$ cat config.mk
export PLATFORM = sky130hd
export DESIGN_NAME = moore_updown_counter
export DESIGN_NICKNAME = d
export VERILOG_FILES = /design/src/rtl/counter_pkg.sv /design/src/rtl/gray_out_reg.sv /design/src/rtl/moore_updown_counter.sv
export SDC_FILE = /design/constraint.sdc
export NUM_CORES = 1
export LEC_CHECK = 0
export CAP_MARGIN = 40
export CORE_AREA = 2 2 39 41
export CTS_BUF_LIST = sky130_fd_sc_hd__clkbuf_2 sky130_fd_sc_hd__clkbuf_4 sky130_fd_sc_hd__clkbuf_8
export DETAILED_ROUTE_END_ITERATION = 8
export DIE_AREA = 0 0 41 43
export PLACE_DENSITY_LB_ADDON = 0.05
export SYNTH_ARGS = -nofsm -noshare
export SYNTH_HDL_FRONTEND = slang
export SYNTH_HIERARCHICAL = 1
export SYNTH_SLANG_ARGS = --single-unit
$ cat constraint.sdc
create_clock -name clk -period 1.6 [get_ports clk]
set_clock_uncertainty 0.1 [all_clocks]
set_input_delay 0.32 -clock clk [delete_from_list [all_inputs] [get_ports clk]]
set_output_delay 0.32 -clock clk [all_outputs]
set_load 0.1 [all_outputs]
$ cat src/rtl/counter_pkg.sv
// Shared definitions for the counter/sequencer library: direction encodings
// and the binary-to-Gray helper used by every counter variant.
package counter_pkg;

   localparam logic DIR_UP   = 1'b1;
   localparam logic DIR_DOWN = 1'b0;

   // Fixed 32-bit datapath; callers zero-extend and truncate to their width,
   // which yields the same code as a native-width encode.
   function automatic logic [31:0] bin2gray(input logic [31:0] bin);
      return bin ^ (bin >> 1);
   endfunction

endpackage

$ cat src/rtl/gray_out_reg.sv
// Gray-encodes a binary count and registers it; one cycle behind its input.
import counter_pkg::*;

module gray_out_reg #(
   parameter int unsigned WIDTH = 3
) (
   input  logic             clk,
   input  logic             rst,
   input  logic [WIDTH-1:0] bin,
   output logic [WIDTH-1:0] gray
);

   logic [WIDTH-1:0] gray_d;
   logic [WIDTH-1:0] gray_q;

   always_comb begin
      gray_d = WIDTH'(bin2gray(32'(bin)));
   end

   always_ff @(posedge clk) begin
      if (rst) begin
         gray_q <= '0;
      end else begin
         gray_q <= gray_d;
      end
   end

   assign gray = gray_q;

endmodule

$ cat src/rtl/moore_updown_counter.sv
// Modulo-MODULUS up/down Moore counter with enable, range-checked load,
// terminal flags and wrap/load-error pulses. Define MOORE_COUNTER_GRAY_OUT_EN for Gray-coded out.
import counter_pkg::*;

module moore_updown_counter #(
   parameter int unsigned WIDTH   = 3,
   parameter int unsigned MODULUS = 8
) (
   input  logic             clk,
   input  logic             rst,
   input  logic             en,
   input  logic             mode,
   input  logic             load,
   input  logic [WIDTH-1:0] load_val,
   output logic [WIDTH-1:0] out,
   output logic             at_max,
   output logic             at_zero,
   output logic             wrap,
   output logic             load_err
);

   generate
      if (WIDTH < 1 || WIDTH > 31 || MODULUS < 2 ||
          64'(MODULUS) > (64'd1 << WIDTH)) begin : g_bad_params
         $error("moore_updown_counter: need WIDTH in 1..31 and 2 <= MODULUS <= 2**WIDTH");
      end
   endgenerate

   // MODULUS itself may need WIDTH+1 bits when it equals 2**WIDTH.
   localparam logic [WIDTH:0]   MOD_EXT = (WIDTH+1)'(MODULUS);
   localparam logic [WIDTH-1:0] MAX_VAL = WIDTH'(MODULUS - 1);

   logic [WIDTH-1:0] state_d,    state_q;
   logic             wrap_d,     wrap_q;
   logic             load_err_d, load_err_q;

   always_comb begin
      state_d    = state_q;
      wrap_d     = 1'b0;
      load_err_d = 1'b0;
      if (load) begin
         if ({1'b0, load_val} < MOD_EXT) begin
            state_d = load_val;
         end else begin
            load_err_d = 1'b1;
         end
      end else if (en) begin
         if ({1'b0, state_q} >= MOD_EXT) begin
            state_d = '0;
         end else if (mode == DIR_UP) begin
            if (state_q == MAX_VAL) begin
               state_d = '0;
               wrap_d  = 1'b1;
            end else begin
               state_d = state_q + 1'b1;
            end
         end else begin
            if (state_q == '0) begin
               state_d = MAX_VAL;
               wrap_d  = 1'b1;
            end else begin
               state_d = state_q - 1'b1;
            end
         end
      end
   end

   always_ff @(posedge clk) begin
      if (rst) begin
         state_q    <= '0;
         wrap_q     <= 1'b0;
         load_err_q <= 1'b0;
      end else begin
         state_q    <= state_d;
         wrap_q     <= wrap_d;
         load_err_q <= load_err_d;
      end
   end

   assign at_max   = (state_q == MAX_VAL);
   assign at_zero  = (state_q == '0);
   assign wrap     = wrap_q;
   assign load_err = load_err_q;

`ifdef MOORE_COUNTER_GRAY_OUT_EN
   gray_out_reg #(
      .WIDTH(WIDTH)
   ) u_gray_out_reg (
      .clk  (clk),
      .rst  (rst),
      .bin  (state_q),
      .gray (out)
   );
`else
   assign out = state_q;
`endif

endmodule

Word-level counts from Yosys, hierarchy flattened. Index checks and enable logic that the tools add are counted.

Flip-flop bits (word level): 4. Latch bits: 0. RAM bits: 0. Bits in read-only memories: 0. Input port bits: 8. Logic and storage cells: 17. Memories: 0.

$add $sub $neg: 2. Multipliers: 0. Divide/modulo/power cells: 0. $lt $le $gt $ge: 0. Eq/ne operators: 1. Shifts and indexed selects: 0. Mux-type cells: 8. Bitwise operators: 1. Reductions and logical operators: 3.

Operators by type and width (number): 3-bit two-way mux (5); 3-bit by 1-bit adder with 3-bit output (second input constant) (1); 3-bit equality test (second input constant) (1); 3-bit zero test (1); 1-bit two-way mux (3); 3-bit OR reduction (1); 3-bit by 1-bit subtractor with 3-bit output (second input constant) (1); 2-bit nonzero test (1); 1-bit NOT (1).

Longest topological paths before layout.
Depth in word-level cells: 5. Mapped depth: 6. Gate-level depth less buffers: 6.

Worst setup path after synthesis. OpenSTA, ideal clock, no wires.

Path type: register to register. From: register state_q[0] (netlist: out[0]). To: register state_q[0] (netlist: out[0]). Setup time: 0.129 ns. Arrival time: 2.562 ns. Required time: 1.371 ns. Slack: -1.191 ns. Cell stages (with the launch flop): 6. Path buffers: 0. Clock period less this slack: 2.791 ns. Cell sequence: dfxtp_1 ha_1 ha_1 a21oi_2 nor4b_2 a2111oi_2.

Longest elaborated chain between the ends: 5.

RTL lines: start: declaration (RTL line moore_updown_counter.sv:33) `logic [WIDTH-1:0] state_d, state_q;`; start signal: assignment (RTL line moore_updown_counter.sv:74) `state_q <= state_d;`; 3-bit equality test; named net at_max (RTL line moore_updown_counter.sv:16) `output logic at_max,`; 3-bit two-way mux (RTL line moore_updown_counter.sv:51) `if (state_q == MAX_VAL) begin`; 3-bit two-way mux (RTL line moore_updown_counter.sv:50) `end else if (mode == DIR_UP) begin`; 3-bit two-way mux (RTL line moore_updown_counter.sv:47) `end else if (en) begin`; 3-bit two-way mux (RTL line moore_updown_counter.sv:41) `if (load) begin`.

The timed path passes the listed nets, and every way through them passes these cells. The select of a mux whose other input is x is not followed. A chain may end at the register's enable or synchronous reset.

Worst setup path after layout.
From: register state_q[0] (netlist: out[0]). To: output at_zero.

Longest elaborated chain between the ends: 1.

RTL lines: 3-bit zero test (RTL line moore_updown_counter.sv:81) `assign at_zero = (state_q == '0);`; end: declaration (RTL line moore_updown_counter.sv:17) `output logic at_zero,`.

No other way between the ends.

==> impl_metrics.json <==
{
  "outcome": "complete, no violations",
  "fillers": 136,
  "finish.utilization_pct": 47.2,
  "synth_enable_flop_cells": 0,
  "synthXorXnorAreaFrac_pct": 0,
  "syn_to_final_growth_pct": 97.7,
  "netlist.area_leader.share_pct": 24.2,
  "core_area_mm2": 0.00138,
  "hold_depth": 3,
  "synth_flop_cell": "dfxtp_1",
  "hold_buffers": 0,
  "synth_compound_area_share_pct": 18.2,
  "placed_cells": 65,
  "synthCells": 35,
  "drv_cap": 0,
  "worstHoldPathType": "in -> reg",
  "htreeDepth": 1,
  "path_clk_slew_ps": 40,
  "stdcell_count": 72,
  "yosysMostFrequentCell": "inv_1",
  "synth_area_um2": 330,
  "wire_per_inst_um": 11.6,
  "synthSimpleGateAreaFrac_pct": 29.9,
  "cts.sink_count": 4,
  "via_per_inst": 4.58,
  "nNetsFinal": 69,
  "p_leak_nw": 0.265,
  "antenna_left": 0,
  "start_util_pct": 23.9,
  "fmax_mhz": 644,
  "synth.avg_cell_area_um2": 9.44,
  "die_h_um": 43,
  "crit_type": "reg -> out",
  "holdWs_ps": 555,
  "grt_pass1_wl_um": 1400,
  "dieArea_mm2": 0.00176,
  "antenna_found_initial": 0,
  "p_per_area_mw_per_mm2": 806,
  "synth_largest_area_cell": "dfxtp_1",
  "synth_fa_ha_area_share_pct": 15.2,
  "yosysWarnings": 6,
  "via_count": 330,
  "grt_use_total_pct": 12.1,
  "drt_wl_total_um": 834,
  "p_total_mw": 0.527,
  "worstPathArrival_ps": 1130,
  "synth_cell_type_count": 21,
  "drtPass1Iterations": 3,
  "slew_viol_final": 0,
  "synth_seq_area_share_pct": 24.2,
  "finalCriticalPeriod_ps": 1550,
  "drtIter0Drc": 2,
  "rsz0062_at_grt": "false",
  "grt_pass1_vias": 314,
  "synth_fp_nets": 47,
  "ys_top_cells_by_count": "5 x inv_1, 4 x dfxtp_1, 4 x ha_1",
  "cp.required_ps": 1180,
  "synth_top_family_by_area": "simple AND/OR/NAND/NOR gates",
  "worstSetupEndpointType": "output pin",
  "fp-row-count": 14,
  "r2r_cells": 6,
  "die_w_um": 41,
  "ir_drop_v": 0.000368,
  "drc": 0,
  "postSynth.asyncResetShare_pct": 0,
  "min_from": "load_val[0]",
  "gp_congestion": 0.690,
  "setup_ws_ps": 47.0,
  "cts_buffers": 3,
  "synth_seq_cells": 4,
  "path_max_fanout": 5,
  "r2r_start": "out[0]",
  "io-pin-count": 15,
  "period_share_pct": 97.1,
  "reg2reg_slack_ps": 130,
  "holdPathEnd": "out[0]",
  "io_buffers": 13,
  "cts-root-buf": "clkbuf_4",
  "clockBufferDepth": 2,
  "finalHoldViolCount": 0,
  "setup_viol": 0,
  "antenna_cells": 0,
  "yosys-top-cells-area": "dfxtp_1 24%, ha_1 15%, nand3b_4 6.1%, inv_1 5.7%, a2111oi_2 4.5%",
  "r2r_end": "out[0]",
  "drive_gt1_share_pct": 55.4,
  "grt_max_degree": 10,
  "muxShareOfSynthArea_pct": 0,
  "preCtsSetupSlack_ps": -90.1,
  "clkLatencyLatePin_ps": 230,
  "overflow": 0,
  "cts_tree": "built",
  "startpoint_type": "register"
}
state kept, by name (all words and copies together), names as in the netlist:
name,cells
out,3
wrap,1
per-layer routing:
layer  vias up  track usage (%)  wire length [µm]
met1       156             13.9               340
met2        10             18.4               455
met5         -                0                 0
li1        164                -                 -
met3         0             3.14                38
met4         0             8.00                 0
how the worst max path moves through the flow:
| stage | to | startpoint |
|---|---|---|
| after floorplan | out[0] | out[0] |
| after global placement | out[0] | load |
| after detailed placement | out[0] | mode |
| after CTS | at_max | out[0] |
| after global routing | at_zero | out[1] |
| final | at_zero | out[0] |
critical path, cell delays in order, from the launching register on:
cell	delay, ps
dfxtp_4	370
inv_2	50
ha_4	150
ha_4	170
buf_12	160
cell type report:
cell class | instances | area (µm²) | area share, %
multi-input combinational | 24 | 258 | 39.5
timing repair buffer | 19 | 235 | 36.0
clock buffer | 4 | 30.0 | 4.60
tap | 16 | 20.0 | 3.07
sequential | 4 | 91.3 | 14.0
inverter | 5 | 18.8 | 2.87
stage by stage:
stage / area, µm² / TNS [ps]
CTS: 631 / 0
floorplan: 384 / -261
finish: 653 / 0
global placement: 598 / -16.9
global route: 653 / 0
detailed placement: 598 / -136
power breakdown:
| group | switching [mW] | internal [mW] |
|---|---|---|
| combinational | 0.143 | 0.109 |
| clock | 0.0451 | 0.111 |
| sequential | 0.0112 | 0.107 |
cell families after synthesis:
kind of cell    Yosys count
compound gates            7
fa+ha+maj                 4
buf+inv                   7
flops                     4
other cells               1
simple gates             12
cells in the final DEF, fill, tap and decap left out:
cell             instances
clkdlybuf4s50_1          7
buf_12                   6
buf_4                    6
clkbuf_4                 4
inv_1                    3
ha_4                     3
dfxtp_4                  3
inv_2                    2
a21oi_1                  2
nor2_1                   2
nor3b_1                  2
nor3_1                   2
nand3b_4                 1
nor2b_4                  1
nor2b_1                  1
nor3b_2                  1
o32ai_1                  1
a21oi_2                  1
nor4b_2                  1
a2111oi_2                1
nand2_1                  1
o211ai_1                 1
a32o_1                   1
ha_2                     1
conb_1                   1
dfxtp_1                  1
timing repair:
action,CTS,global route
setup endpoints to repair,1,2
setup buffers,0,3
resized for setup,1,0
Power figures use the tool's default switching activity.
==> variant 1 (same flow settings) <==
Add an input register stage for `en`, `mode`, `load` and `load_val`, without a reset; this delays them by one clock.
--- a/src/rtl/moore_updown_counter.sv
+++ b/src/rtl/moore_updown_counter.sv
@@ -19,6 +19,18 @@
    output logic             load_err
 );
 
+   logic en_q;
+   logic mode_q;
+   logic load_q;
+   logic [WIDTH-1:0] load_val_q;
+
+   always_ff @(posedge clk) begin
+      en_q       <= en;
+      mode_q     <= mode;
+      load_q     <= load;
+      load_val_q <= load_val;
+   end
+
    generate
       if (WIDTH < 1 || WIDTH > 31 || MODULUS < 2 ||
           64'(MODULUS) > (64'd1 << WIDTH)) begin : g_bad_params
@@ -38,16 +50,16 @@
       state_d    = state_q;
       wrap_d     = 1'b0;
       load_err_d = 1'b0;
-      if (load) begin
-         if ({1'b0, load_val} < MOD_EXT) begin
-            state_d = load_val;
+      if (load_q) begin
+         if ({1'b0, load_val_q} < MOD_EXT) begin
+            state_d = load_val_q;
          end else begin
             load_err_d = 1'b1;
          end
-      end else if (en) begin
+      end else if (en_q) begin
          if ({1'b0, state_q} >= MOD_EXT) begin
             state_d = '0;
-         end else if (mode == DIR_UP) begin
+         end else if (mode_q == DIR_UP) begin
             if (state_q == MAX_VAL) begin
                state_d = '0;
                wrap_d  = 1'b1;
Behaviour: not the same (Yosys sat finds a counterexample within 4 cycles, from zero or initial values and one cycle with rst high).
==> variant 1 against the original RTL <==
Synthesized area increased by 21%. Total power rose by 41%. Die area is the same. Utilization grew 6.9 points. Synthesized cell count increased by 11%. Design area increased by 15%. Largest cell class unchanged. Sequential cell count up 6. Worst setup slack lost 0.021 ns. Routed wire length down 6.0%.
==> variant 1: results (changes against the original RTL) <==
[yosys]
synth_compound_area_share_pct = 15.7  ; -2.5 points
synth_area_leaders = dfxtp_1 (50%), ha_1 (13%), inv_1 (4.7%), o211ai_1 (3.8%), nand2b_1 (3.1%)
synthAdderAreaFrac_pct = 12.5  ; -2.6 points
yosysWarnings = 6  ; unchanged
postSynthCellCount = 39  ; +11%
seq_area_frac_synth_pct = 50.2  ; +26 points
synthTopCellsByCount = dfxtp_1 (10), inv_1 (5), ha_1 (4)
synth_cell_types = 19  ; -9.5%
syn_nets = 51  ; +8.5%
synthArstFlopShare_pct = 0  ; unchanged

[placed_design]
dp_cells = 68  ; +4.6%
post_dp_cell_area_um2 = 679  ; +14%
gp_congestion = 0.779  ; +13%
dp_slack_ns = -0.0222  ; +0.0678 ns
place_hpwl_um = 655

[worst_setup_path]
cp_slowest_stage_delay_ns = 0.38
worst_path_max_delay_cell = dfxtp_4
crit_family = flip-flops
crit_fanout = 3  ; -2
arrival_ns = 1.15  ; +0.02 ns

[clock_tree]
postCtsSetupRepairBufs = 3  ; +3
clk_pin_slew_ns = 0.06  ; +0.02 ns
cts-resized-gates = 0  ; -1
clk_latency_ns = 0.26  ; +0.03 ns
clockRootBuffer = clkbuf_4
cts_made_buffers = 3  ; unchanged

[pwr]
power_frac_clock_pct = 29.6  ; about the same
p_leak_nw = 0.298  ; +12%
netSwitchingPower_mw = 0.235  ; +18%
peakVddDrop_v = 0.000604  ; +64%
p_int_mw = 0.508  ; +55%
seq_power_mw = 0.283  ; +140%

[global_route]
grt.total_usage_pct = 11.5  ; -0.52 points
use_met2_pct = 17.2  ; -1.3 points
grt_pass1_wl_mm = 1.35  ; -3.4%
grt_max_degree = 8  ; -2
grtUsageMet1_pct = 13.5  ; -0.34 points
gr-usage-met3_pct = 1.57  ; -1.6 points
grt_pass1_vias = 337  ; +7.3%

[drt]
avgRoutedWirePerCell_um = 10.3  ; -11%
wl_met1_um = 305  ; -10%
drt_iter0_drc = 4  ; +2
met2_length_um = 408  ; -10%
met3WireLength_um = 41  ; +7.9%
dr.pass1.iters = 2  ; -1
topRoutingLayerUsed = met4
vias_per_cell = 4.55  ; -0.67%

[final_layout]
num-nets-final = 73  ; +5.8%
finalNonFillerCells = 76  ; +5.6%
diodes = 0  ; unchanged
nFillCells = 121  ; -11%
drive_gt1_share_pct = 43.3  ; -12 points

[status]
status = finished, final reports clean

[hold_path]
holdCritPathClass = reg -> reg
hp-start = load_val_q[0]

-- variant 1: cell types whose count changed in the layout (fill, tap and decap cells not counted), moves of 2 or more --
cell	change
nand2_1	+2
nand2b_1	+2
dfxtp_1	+6
inv_4	+2
inv_2	-2
-- variant 1: kinds of logic (layout without fill, tap and decap cells) --
family,Yosys count,after routing
simple gates,10,10
other cells,1,1
fa+ha+maj,4,4
flops,10,10
buf+inv,6,27
compound gates,8,8
-- variant 1: final timing paths --
check | to | slack [ns] | cells after the start
hold / removal | out[0] | 0.34 | 2
setup reg to reg | out[1] | 0.13 | 7
hold reg to reg | out[0] | 0.34 | 2
setup / recovery | at_zero | 0.03 | 4
-- variant 1: final cells by class --
| type | instances | area, um2 | area share [%] |
|---|---|---|---|
| clock buffers | 4 | 36.3 | 4.85 |
| inverters | 5 | 23.8 | 3.18 |
| repair buffers | 18 | 228 | 30.4 |
| multi-input cells | 23 | 229 | 30.6 |
| flip-flops and latches | 10 | 211 | 28.3 |
| well taps | 16 | 20.0 | 2.68 |
==> variant 2 (same settings) <==
Without the edit above. Change the parameter `MODULUS` from 8 to 6.
--- a/src/rtl/moore_updown_counter.sv
+++ b/src/rtl/moore_updown_counter.sv
@@ -4,7 +4,7 @@
 
 module moore_updown_counter #(
    parameter int unsigned WIDTH   = 3,
-   parameter int unsigned MODULUS = 8
+   parameter int unsigned MODULUS = 6
 ) (
    input  logic             clk,
    input  logic             rst,
Function: changed (Yosys sat finds a counterexample within 4 cycles, from zero or initial values and one cycle with rst high).
==> variant 2 against the original RTL <==
Routed wire length up 7.6%. Synthesized area is 4.2% higher. Worst setup slack gained 0.0059 ns. Maximum frequency grew 0.38%. Total power up 8.6%. Sequential cell count is 1 higher. Utilization grew 1.3 points. Design area is 2.7% higher. Die area stayed put. Via count is 14% higher.
==> variant 2: results (changes against the original RTL) <==
[status]
status = finished, final reports clean

[drt]
drt_iter0_drc = 7  ; +5
dr.pass1.iters = 2  ; -1
vias_per_cell = 4.82  ; +5.2%

[global_route]
grt.total_usage_pct = 12.0  ; -0.076 points
grt_pass1_wl_mm = 1.44  ; +3.0%
grt_max_degree = 13  ; +3

[final_layout]
finalNonFillerCells = 78  ; +8.3%
num-nets-final = 71  ; +2.9%
drive_gt1_share_pct = 43.5  ; -12 points
nFillCells = 135  ; -0.74%
final_core_util_pct = 48.5  ; +1.3 points

[worst_setup_path]
r2r-end = out[2]
reg2reg_from = out[2]
crit_path_end_kind = register
critPathLaunch = mode
worst_path_max_delay_cell = or3_4
r2r_slack_ns = 0.08  ; -0.05 ns
rr_worst_depth = 3  ; -3
cp_slowest_stage_delay_ns = 0.39  ; +0.02 ns
crit_fanout = 4  ; -1

[placed_design]
post_dp_cell_area_um2 = 632  ; +5.6%
gp_congestion = 0.806  ; +17%
dp_slack_ns = -0.351  ; -0.261 ns
portBuffers = 14  ; +1
dp_cells = 74  ; +14%

[yosys]
synth_cell_types = 25  ; +19%
synthTopCellsByCount = a21oi_1 (5), dfxtp_1 (5), nand2_1 (3), nor2_1 (3)
synth_area_leaders = dfxtp_1 (29%), a21oi_1 (7.3%), a2111oi_0 (5.1%), xnor2_1 (5.1%), a2111oi_2 (4.4%)
seq_area_frac_synth_pct = 29.1  ; +4.8 points
postSynthCellCount = 42  ; +20%
netlist.area_leader.share_pct = 29.1  ; +4.8 points
syn_nets = 50  ; +6.4%

[hold_path]
holdCritPathClass = reg -> reg
hp-start = out[0]

[clock_tree]
clockRootBuffer = clkbuf_4
cts_made_buffers = 3  ; unchanged

[timing]
fin_ws_ns = 0.0529  ; +0.00595 ns

[pwr]
peakVddDrop_v = 0.000602  ; +64%
p_leak_nw = 0.253  ; -4.6%

-- variant 2: metal layers --
metal | part of all wire (%) | global-route usage [%] | vias to the layer above
met5 | 0 | 0 | -
met4 | 1.6 | 6.00 | 0
met3 | 4.9 | 3.66 | 2
met2 | 54 | 19.7 | 12
met1 | 39 | 13.0 | 166
li1 | - | - | 196
-- variant 2: logic make-up (layout without fill, tap and decap cells) --
group                  Yosys count  in the layout  share of synthesized area, %
XOR/XNOR                         2              2                          5.09
AO/OA/AOI/OAI                   12             12                          27.3
AND/OR/NAND/NOR                 18             18                          29.1
flip-flops                       5              5                          29.1
buffers and inverters            5             25                          9.45
-- variant 2: what timing repair did --
item                                    CTS  global route
gates resized for setup                   2             3
endpoints found under the setup margin    4             3
pin swaps                                 1             1
cloned                                    0             0
-- variant 2: how the worst min path moves through the flow --
stage	to	slack (ns)	depth (start not counted)
after floorplan	out[0]	0.28	1
after global placement	wrap	0.48	2
after detailed placement	wrap	0.49	2
after CTS	wrap	0.49	2
after global routing	wrap	0.52	2
final	wrap	0.48	2
-- variant 2: cell type report --
cell class / instances / area (um2) / share of cell area [%]
clock buffer: 4 / 30.0 / 4.48
multi-input combinational: 32 / 244 / 36.4
sequential: 5 / 111 / 16.6
tap: 16 / 20.0 / 2.99
timing repair buffer: 21 / 265 / 39.6
-- variant 2: power breakdown --
part           internal [mW]  switching (mW)
sequential             0.134          0.0250
combinational          0.112           0.145
clock                  0.111          0.0460
-- variant 2: worst max-delay path: cells and delay by family --
family          cells  cell delay, ns
buf+inv             1            0.28
compound gates      1            0.34
simple gates        2            0.63
